**config.mk**
```make
export PLATFORM = sky130hd
export DESIGN_NAME = mem_burst_initiator
export DESIGN_NICKNAME = d
export VERILOG_FILES = /design/src/rtl/mem_if_pkg.sv /design/src/rtl/mem_burst_initiator_watchdog.sv /design/src/rtl/mem_burst_initiator.sv
export SDC_FILE = /design/constraint.sdc
export NUM_CORES = 1
export LEC_CHECK = 0
export ABC_CLOCK_PERIOD_IN_PS = 3050
export BUFFER_PORTS_ARGS = -buffer_cell sky130_fd_sc_hd__buf_2
export CAP_MARGIN = 20
export CORE_MARGIN = 3
export CORE_UTILIZATION = 35
export DETAILED_ROUTE_END_ITERATION = 12
export GPL_TIMING_DRIVEN = 0
export SETUP_SLACK_MARGIN = 0.2
export SLEW_MARGIN = 20
export SYNTH_ARGS = -nofsm -noshare
export SYNTH_HDL_FRONTEND = slang
export SYNTH_SLANG_ARGS = --single-unit
```
**constraint.sdc**
```tcl
create_clock -name clk -period 3.05 [get_ports clk]
set_input_delay 0.305 -clock clk [delete_from_list [all_inputs] [get_ports clk]]
set_output_delay 0.305 -clock clk [all_outputs]
set_load 0.05 [all_outputs]
```
**src/rtl/mem_if_pkg.sv**
```systemverilog
// Shared memory-port definitions for mem_arbiter clients: widths, FSM encoding
// and small helpers for chunk sizing and address stepping.
package mem_if_pkg;

  localparam int unsigned ADDR_W            = 48;
  localparam int unsigned LEN_W             = 32;
  localparam int unsigned WORD_BYTES        = 8;
  localparam int unsigned WORD_SHIFT        = $clog2(WORD_BYTES);
  localparam int unsigned DEFAULT_N         = 4096;
  localparam int unsigned DEFAULT_MAX_CHUNK = 2 * DEFAULT_N;

  typedef enum logic [2:0] {
    ST_IDLE,
    ST_ISSUE,
    ST_WAIT,
    ST_GAP,
    ST_FIN
  } state_t;

  function automatic logic [LEN_W-1:0] chunk_len(input logic [LEN_W-1:0] remaining,
                                                 input logic [LEN_W-1:0] max_chunk);
    return (remaining > max_chunk) ? max_chunk : remaining;
  endfunction

  // Byte address of the next chunk; wraps modulo 2^48.
  function automatic logic [ADDR_W-1:0] advance_addr(input logic [ADDR_W-1:0] base,
                                                     input logic [LEN_W-1:0]  words);
    return base + {{(ADDR_W-LEN_W-WORD_SHIFT){1'b0}}, words, {WORD_SHIFT{1'b0}}};
  endfunction

endpackage

```
**src/rtl/mem_burst_initiator_watchdog.sv**
```systemverilog
// Request watchdog: loadable down-counter that flags expiry on the last
// cycle of the allowed wait window. TIMEOUT of 0 disables it entirely.
module mem_req_watchdog #(
  parameter int unsigned TIMEOUT = 65535
) (
  input  logic clk,
  input  logic rst_n,
  input  logic load,
  input  logic tick,
  output logic expired
);

  localparam logic        ENABLED  = (TIMEOUT != 0);
  localparam logic [31:0] LOAD_VAL = 32'(TIMEOUT);

  logic [31:0] cnt;

  always_ff @(posedge clk or negedge rst_n) begin
    if (!rst_n) begin
      cnt <= '0;
    end else if (load) begin
      cnt <= LOAD_VAL;
    end else if (tick && (cnt != '0)) begin
      cnt <= cnt - 32'd1;
    end
  end

  assign expired = ENABLED && tick && (cnt == 32'd1);

endmodule

```
**src/rtl/mem_burst_initiator.sv**
```systemverilog
// Splits one transfer command into back-to-back arbiter requests of at most
// MAX_CHUNK words, with a per-request ack watchdog.
module mem_burst_initiator
  import mem_if_pkg::*;
#(
  parameter int unsigned N         = DEFAULT_N,
  parameter int unsigned MAX_CHUNK = 2 * N,
  parameter int unsigned TIMEOUT   = 65535
) (
  input  logic              clk,
  input  logic              rst_n,
  input  logic              cmd_valid,
  output logic              cmd_ready,
  input  logic              cmd_rw,
  input  logic [ADDR_W-1:0] cmd_addr,
  input  logic [LEN_W-1:0]  cmd_len,
  input  logic              abort,
  output logic              busy,
  output logic [LEN_W-1:0]  chunk_off,
  output logic              done,
  output logic              err,
  output logic              req,
  output logic              rw,
  output logic [ADDR_W-1:0] addr,
  output logic [LEN_W-1:0]  len,
  input  logic              ack
);

  localparam logic [LEN_W-1:0]  MAX_LEN    = LEN_W'(MAX_CHUNK);
  localparam logic [ADDR_W-1:0] ALIGN_MASK = ~ADDR_W'(WORD_BYTES - 1);

  state_t           state;
  logic [LEN_W-1:0] remaining;
  logic [LEN_W-1:0] next_len;
  logic             wd_load;
  logic             wd_tick;
  logic             wd_expired;

  assign next_len = chunk_len(remaining, MAX_LEN);

  // The watchdog restarts on every edge that raises req into WAIT.
  assign wd_load = (state == ST_ISSUE) || ((state == ST_GAP) && !abort);
  assign wd_tick = (state == ST_WAIT);

  mem_req_watchdog #(
    .TIMEOUT(TIMEOUT)
  ) u_watchdog (
    .clk    (clk),
    .rst_n  (rst_n),
    .load   (wd_load),
    .tick   (wd_tick),
    .expired(wd_expired)
  );

  always_ff @(posedge clk or negedge rst_n) begin
    if (!rst_n) begin
      state     <= ST_IDLE;
      req       <= 1'b0;
      rw        <= 1'b0;
      addr      <= '0;
      len       <= '0;
      busy      <= 1'b0;
      done      <= 1'b0;
      err       <= 1'b0;
      chunk_off <= '0;
      cmd_ready <= 1'b1;
      remaining <= '0;
    end else begin
      done <= 1'b0;
      unique case (state)
        ST_IDLE: begin
          if (cmd_valid) begin
            rw        <= cmd_rw;
            addr      <= cmd_addr & ALIGN_MASK;
            remaining <= cmd_len;
            chunk_off <= '0;
            err       <= 1'b0;
            cmd_ready <= 1'b0;
            busy      <= 1'b1;
            state     <= (cmd_len == '0) ? ST_FIN : ST_ISSUE;
          end
        end
        ST_ISSUE: begin
          len   <= next_len;
          req   <= 1'b1;
          state <= ST_WAIT;
        end
        ST_WAIT: begin
          if (ack) begin
            req       <= 1'b0;
            remaining <= remaining - len;
            addr      <= advance_addr(addr, len);
            chunk_off <= chunk_off + len;
            state     <= ((remaining == len) || abort) ? ST_FIN : ST_GAP;
          end else if (wd_expired) begin
            req   <= 1'b0;
            err   <= 1'b1;
            state <= ST_FIN;
          end
        end
        // GAP is the single req-low cycle between chunks, so it also performs
        // the issue step for follow-on chunks to keep the gap at one cycle.
        ST_GAP: begin
          if (abort) begin
            state <= ST_FIN;
          end else begin
            len   <= next_len;
            req   <= 1'b1;
            state <= ST_WAIT;
          end
        end
        ST_FIN: begin
          done      <= 1'b1;
          busy      <= 1'b0;
          cmd_ready <= 1'b1;
          state     <= ST_IDLE;
        end
        default: begin
          req       <= 1'b0;
          busy      <= 1'b0;
          cmd_ready <= 1'b1;
          state     <= ST_IDLE;
        end
      endcase
    end
  end

endmodule
```
=== After elaboration in Yosys (flattened, before gate mapping) ===
Cells that the tools add are included.

* Bits in registers: 185
* Bits in latches: 0
* RAM bits: 0
* ROM bits: 0
* Output and inout bits: 118
* Memories kept: 0

* Add/sub/neg operators: 4
* Multiply operators: 0
* Div/mod/pow operators: 0
* Magnitude comparators: 1
* Eq/ne operators: 12
* Shift-type cells: 0
* Multiplexer cells: 33
* Bitwise logic cells: 2
* Reduce and logical (&&, ||, !) cells: 21

{| class="wikitable"
|+ Operators by type and width
! kind !! number
|-
| 32-bit two-way mux || 8
|-
| 32-bit case mux with 2 select lines || 3
|-
| 48-bit two-way mux || 2
|-
| 48-bit case mux with 2 select lines || 1
|-
| 48-bit by 35-bit adder with 48-bit output || 1
|-
| 32-bit adder || 1
|-
| 32-bit by 1-bit equality test with 1-bit output, second input constant || 1
|-
| 32-bit equality test || 1
|-
| 32-bit by 14-bit greater-than comparator with 1-bit output, second input constant || 1
|-
| 32-bit logical NOT || 1
|-
| 32-bit nonzero test || 1
|-
| 32-bit by 1-bit subtractor with 32-bit output, second input constant || 1
|-
| 32-bit subtractor || 1
|-
| 3-bit two-way mux || 6
|-
| 3-bit case mux with 4 select lines || 1
|-
| 2-bit != test, second input constant || 5
|-
| 1-bit two-way mux || 8
|-
| 2-bit AND reduction || 4
|-
| 3-bit by 2-bit equality test with 1-bit output, second input constant || 2
|-
| 1-bit case mux with 2 select lines || 3
|-
| 3-bit AND reduction || 2
|-
| 2-bit nonzero test || 3
|-
| 1-bit case mux with 4 select lines || 1
|-
| 4-bit AND reduction || 1
|-
| 10 further kinds || 14
|}

=== Logic depth before layout (Yosys ltp) ===
* Depth in word-level cells: 5
* Depth in mapped cells: 14
* Depth with buffers taken out: 14

=== By module ===
From an unflattened synthesis, not the netlist that was laid out.

* Cell total of the unflattened synthesis: 1520
* Area total of the unflattened synthesis: 13206.4 µm²

{| class="wikitable"
|+ Modules (own cells, without submodules)
! module !! instances !! cells an instance !! area an instance (µm²) !! seq. area each (µm²)
|-
| mem_burst_initiator || 1 || 1339 || 11370.9 || 3754.9
|-
| mem_req_watchdog || 1 || 181 || 1835.5 || 800.8
|}

=== Worst setup path before layout ===
OpenSTA, ideal clock, no wires.

* Kind: register to register
* Start point: reg len[1]
* End point: reg remaining[30]
* Library setup time: 0.144 ns
* Arrival time: 3.186 ns
* Required time: 2.906 ns
* Path slack: -0.280 ns
* Cell stages (with the launch flop): 13
* Buffers on the path: 0
* Clock period less this slack: 3.330 ns
* Cells stage by stage: dfrtp_1 -> inv_1 -> fa_1 -> a21o_1 -> a221oi_2 -> a211o_1 -> a31oi_2 -> o2111ai_1 -> a21o_1 -> a31oi_4 -> a311oi_1 -> xor2_1 -> a32oi_1

* Longest elaborated chain between the ends: 3

{| class="wikitable"
|+ RTL lines
! item !! line !! source
|-
| from (decl) || mem_burst_initiator.sv:25 || <nowiki>output logic [LEN_W-1:0] len,</nowiki>
|-
| from (signal assigned) || mem_burst_initiator.sv:84 || <nowiki>len <= next_len;</nowiki>
|-
| from (signal assigned) || mem_burst_initiator.sv:107 || <nowiki>len <= next_len;</nowiki>
|-
| 32-bit subtractor || mem_burst_initiator.sv:91 || <nowiki>remaining <= remaining - len;</nowiki>
|-
| 32-bit two-way mux || mem_burst_initiator.sv:89 || <nowiki>if (ack) begin</nowiki>
|-
| 32-bit case mux with 2 select lines || mem_burst_initiator.sv:70 || <nowiki>unique case (state)</nowiki>
|-
| to (signal assigned) || mem_burst_initiator.sv:75 || <nowiki>remaining <= cmd_len;</nowiki>
|-
| to (signal assigned) || mem_burst_initiator.sv:91 ||
|-
| to (decl) || mem_burst_initiator.sv:33 || <nowiki>logic [LEN_W-1:0] remaining;</nowiki>
|}

No other way between the ends. The select of a mux whose other input is x is not followed.
A chain may end at the register's enable or synchronous reset.

=== Worst setup path after layout ===
* Start point: reg len[5]
* End point: reg chunk_off[31]

* Longest elaborated chain between the ends: 3

{| class="wikitable"
|+ RTL lines
! item !! line !! source
|-
| 32-bit adder || mem_burst_initiator.sv:93 || <nowiki>chunk_off <= chunk_off + len;</nowiki>
|-
| 32-bit two-way mux || mem_burst_initiator.sv:89 ||
|-
| 32-bit case mux with 2 select lines || mem_burst_initiator.sv:70 ||
|-
| to (signal assigned) || mem_burst_initiator.sv:93 ||
|-
| to (decl) || mem_burst_initiator.sv:19 || <nowiki>output logic [LEN_W-1:0] chunk_off,</nowiki>
|}

No other way between the ends. The select of a mux whose other input is x is not followed.

==> results <==
- The flow ran to the end, but the final reports show violations.
- The checks that failed: setup timing.
- The kind of cell adding the most delay to the critical path is compound AO/OA/AOI/OAI gates.
- The HPWL after detailed placement is 35000 um.
- The final critical path time including I/O delays and setup is 3.15 ns.
- sky130_fd_sc_hd__dfrtp_1 is the most common cell in the netlist.
- The final hold violation count is 0.
- After the first detailed-routing iteration, the DRC count stood at 954.
- The most used flip-flop cell after synthesis is sky130_fd_sc_hd__dfrtp_1.
- The total global routing track utilization is 23.4%.
- The average size of a mapped cell is 8.63 um2.
- The headroom to the max-slew limit is 34.8%.
- The die height is 197 um.
- The H-tree level count is 4.
- The critical path buffer and inverter count is 0.
- The dominant cell type by area after synthesis is sky130_fd_sc_hd__dfrtp_1.
- The multi-input logic area is 8540 um2.
- The number of pins exceeding their max-slew limit in the final report came to 0.
- The biggest cell delay along the critical path is 0.45 ns.
- The pre-CTS worst setup slack is -0.988 ns.
- The final RePlAce weighted congestion is 0.923.
- Yosys mapped a number of flops with a built-in enable equal to 0.
- The share of synthesized registers carrying an async set or reset is 100%.
- The residual DRC count is 0.
- The slowest stage of the critical path is the sky130_fd_sc_hd__dfrtp_2 cell.
- The top-area cell type share of the netlist area is 35.6%.
- The share of the synthesized area in compound gates (AO/OA/AOI/OAI) is 23.1%.
- The first global-routing pass estimated 70400 um of wire.
- The data required time of the critical path is 3.36 ns.
- The post-synthesis register bit count is 182.
- The gate count of the mapped netlist is 1476.
- The summed instance area of the synthesized netlist is 12700 um2.
- STA classifies the critical path endpoint as a flop.
- The simple-gate share of the synthesized area is 19.6%.
- The total area inside the core boundary comes to 35700 um2.
- The total vias in the final route is 12569.
- The layout has 3487 filler cells.
- The max-capacitance violation count is 0.
- Among the stages of the critical path, the cell type that occurs most often is sky130_fd_sc_hd__a2111oi_2.
- Ranked by total cell area, the synthesized netlist is headed by sky130_fd_sc_hd__dfrtp_1, sky130_fd_sc_hd__ha_1, sky130_fd_sc_hd__o21ai_0, sky130_fd_sc_hd__xnor2_1, sky130_fd_sc_hd__nand2_1.
- After Yosys synthesis, full adders, half adders and majority gates account for 10.0% of the synthesized area.
- The initial cell density of the core is 35.6%.
- The sequential element share of the synthesized area is 35.8%.
- By area, the combinational part of the netlist is dominated by compound AO/OA/AOI/OAI gates.
- The average vias per placed instance is 5.63.
- The number of buffers between clock root and the deepest sink is 2.
- For the worst setup path, the data arrival time is 3.46 ns.
- The initial antenna violation count was 3.
- The largest net degree at the start of global routing is 90.
- Setup slack on the critical path of the routed design comes to -0.101 ns.
- Dividing the final minimum period by the clock period gives 103%.
- The TritonCTS clock tree is done.
- The worst-case IR drop observed on VDD is 0.514 mV.
- The kind of start point of the critical path is a flop.
- The analysis attributes to cell leakage a power of 7.41 nW.
- The remaining global-route overflow is 0.
- The portion of synthesized area spent on multiplexers is 0.875%.
- In this run the remaining antenna-violating nets after routing total 0.
- The via count of the first global-routing pass was 12087.
- The area of the die is 38700 um2.
- The chip width is 197 um.
- The clock-pin slew reported for the worst setup and hold paths after clock tree synthesis is 0.07 ns.
- The worst setup path is of the flop to flop kind.
- Of the cells placed in the final design, the portion with a size suffix greater than 1 is 27.6%.
- The actual transition at the worst max-transition pin is 0.978 ns.
- The number of endpoints failing setup at the final stage is 8.
- The sequential cells in the finished layout cover a total of 4600 um2.
- Before antenna repair, the detailed router went through 5 iterations.
- In this run the count of I/O pins placed on the die edge is 204.
- The total of warnings raised by yosys is 0.
- The largest fanout on the critical path is 5.
- Counting the buffers created by CTS gives 17.
- The netlist uses 85 different library cells.
- For this run, the post-layout net count is 1942.
- The critical path goes through ha_1, a2111oi_2, o21ai_1, or4b_4, a21o_1, o2111ai_2, a21boi_2, o21ai_2, and4b_1, a2111oi_2, o211ai_1.
- The post-layout utilization of the core is 45.9%.
- The synthesized netlist devotes 6.81% of its cell area to XOR and XNOR gates.
- The power density over the cells is 873 nW/um2.
- The placement row count is 69.
- Input and output buffers added on the ports amount to 197.
- The worst hold path belongs to the class primary input to flop.
- The commonest cells after synthesis are sky130_fd_sc_hd__dfrtp_1, sky130_fd_sc_hd__nand2_1, sky130_fd_sc_hd__o21ai_0.
- The clock reaches the later pin of the worst-skew pair after 0.44 ns.
- The clock skew after layout is 0.0137 ns.
- The signed area change from the synthesized netlist to the final layout is 28.9%.
- Setup repair after global routing could not meet its margin everywhere.
- The final wirelength is 46800 um.
- The tree is rooted in a sky130_fd_sc_hd__clkbuf_16.
- Based on the critical path, the design can be clocked at up to 0.317 GHz.
- In the final routed layout, each cell accounts on average for 21.0 um.
- For this design, the sink count on the clock tree is 182.
[where the power goes]
| group | switching, mW | leakage (nW) | internal, mW |
|---|---|---|---|
| sequential | 0.731 | 2.26 | 3.03 |
| clock | 1.00 | 0.277 | 1.19 |
| combinational | 5.48 | 4.87 | 2.90 |
| total | 7.21 | 7.41 | 7.12 |
[flip-flops by register name, summed over array words and instances (netlist names), 3 cells and up]
register,cells
addr,45
chunk_off,32
len,32
remaining,32
u_watchdog.cnt,32
state,3
[what timing repair did]
item	4_1_cts	5_1_grt
setup buffers	39	20
resized for setup	96	124
hold buffers	1	0
pin swaps	27	31
gates cloned	0	0
endpoints found under the setup margin	116	120
hold endpoints to repair	181	0
[cell families (layout without fill, tap and decap cells)]
family	count (synthesis)	in the layout
adder cells (fa/ha/maj)	100	100
XOR/XNOR	99	99
multiplexers	11	11
buffers and inverters	126	417
AND/OR/NAND/NOR	508	508
AO/OA/AOI/OAI	449	449
flip-flops	182	182
other	1	6
[tightest hold or removal path: stages]
cell,delay [ns]
sky130_fd_sc_hd__buf_2,0.07
sky130_fd_sc_hd__nand2_1,0.04
sky130_fd_sc_hd__nand2_1,0.05
[path summary, 6_finish.rpt]
kind,from,to,slack (ns),depth (start not counted)
max in group asynchronous,rst_n,state[0],2.10,3
min reg2reg,rw,rw,0.48,2
max,len[5],chunk_off[31],-0.10,11
min,cmd_rw,rw,0.05,3
max reg2reg,len[5],chunk_off[31],-0.10,11
min in group asynchronous,rst_n,chunk_off[27],0.24,2
[layout by cell type (no fill, tap or decap), types with 15 or more instances in the layout]
| cell | n |
|---|---|
| sky130_fd_sc_hd__nor3_1 | 36 |
| sky130_fd_sc_hd__a21oi_2 | 15 |
| sky130_fd_sc_hd__ha_4 | 20 |
| sky130_fd_sc_hd__buf_4 | 44 |
| sky130_fd_sc_hd__clkbuf_16 | 17 |
| sky130_fd_sc_hd__a21o_1 | 45 |
| sky130_fd_sc_hd__dfrtp_2 | 32 |
| sky130_fd_sc_hd__o21ai_0 | 99 |
| sky130_fd_sc_hd__nand2b_1 | 15 |
| sky130_fd_sc_hd__xnor2_1 | 62 |
| sky130_fd_sc_hd__ha_1 | 73 |
| sky130_fd_sc_hd__nand4_1 | 20 |
| sky130_fd_sc_hd__inv_1 | 54 |
| sky130_fd_sc_hd__and3_1 | 22 |
| sky130_fd_sc_hd__clkbuf_1 | 35 |
| sky130_fd_sc_hd__buf_2 | 201 |
| sky130_fd_sc_hd__nand2_1 | 142 |
| sky130_fd_sc_hd__a21oi_1 | 86 |
| sky130_fd_sc_hd__a22oi_1 | 37 |
| sky130_fd_sc_hd__nand3_1 | 60 |
| sky130_fd_sc_hd__or3_1 | 15 |
| sky130_fd_sc_hd__nor4_1 | 21 |
| sky130_fd_sc_hd__xor2_1 | 34 |
| sky130_fd_sc_hd__buf_6 | 21 |
| sky130_fd_sc_hd__o21ai_1 | 19 |
| sky130_fd_sc_hd__dfrtp_1 | 149 |
| sky130_fd_sc_hd__nor2_1 | 102 |
[through the flow]
| step | area [um2] | setup TNS [ns] | power (mW) | hold slack (ns) | instances |
|---|---|---|---|---|---|
| 3_5_place_dp | 14500 | -32.03 | 11.3 | 0.104 | 2138 |
| 3_3_place_gp | 14500 | -313.27 | 11.3 | 0.462 | 2136 |
| 5_1_grt | 16400 | -1.92 | 15.2 | 0.0703 | 2230 |
| 2_1_floorplan | 12900 | 0 | 9.03 | 0.00941 | 1478 |
| 4_1_cts | 15700 | -0.255 | 13.8 | 0.0311 | 2210 |
| 6_report | 16400 | -0.338 | 14.3 | 0.0489 | 2233 |
[layout make-up]
type,count,area share (%)
clock inverter,10,0.579
inverter,60,1.37
clock buffer,22,2.89
timing repair buffer,259,9.62
sequential,182,28.0
buffer,66,1.92
antenna,3,0.0457
multi-input combinational,1170,52.1
tap,461,3.51
[layer usage]
metal  share of wire, %  wire length (um)  vias to the layer above  global-route usage, %
met4                2.7              1280                        6                   7.29
met3                6.0              2810                       79                   3.97
met1                 44             20500                     6097                   31.5
met2                 47             22100                      410                   38.7
li1                   -                 -                     5977                      -
met5              0.073                34                        -                      0
No activity file was read; power rests on OpenSTA's default activity.
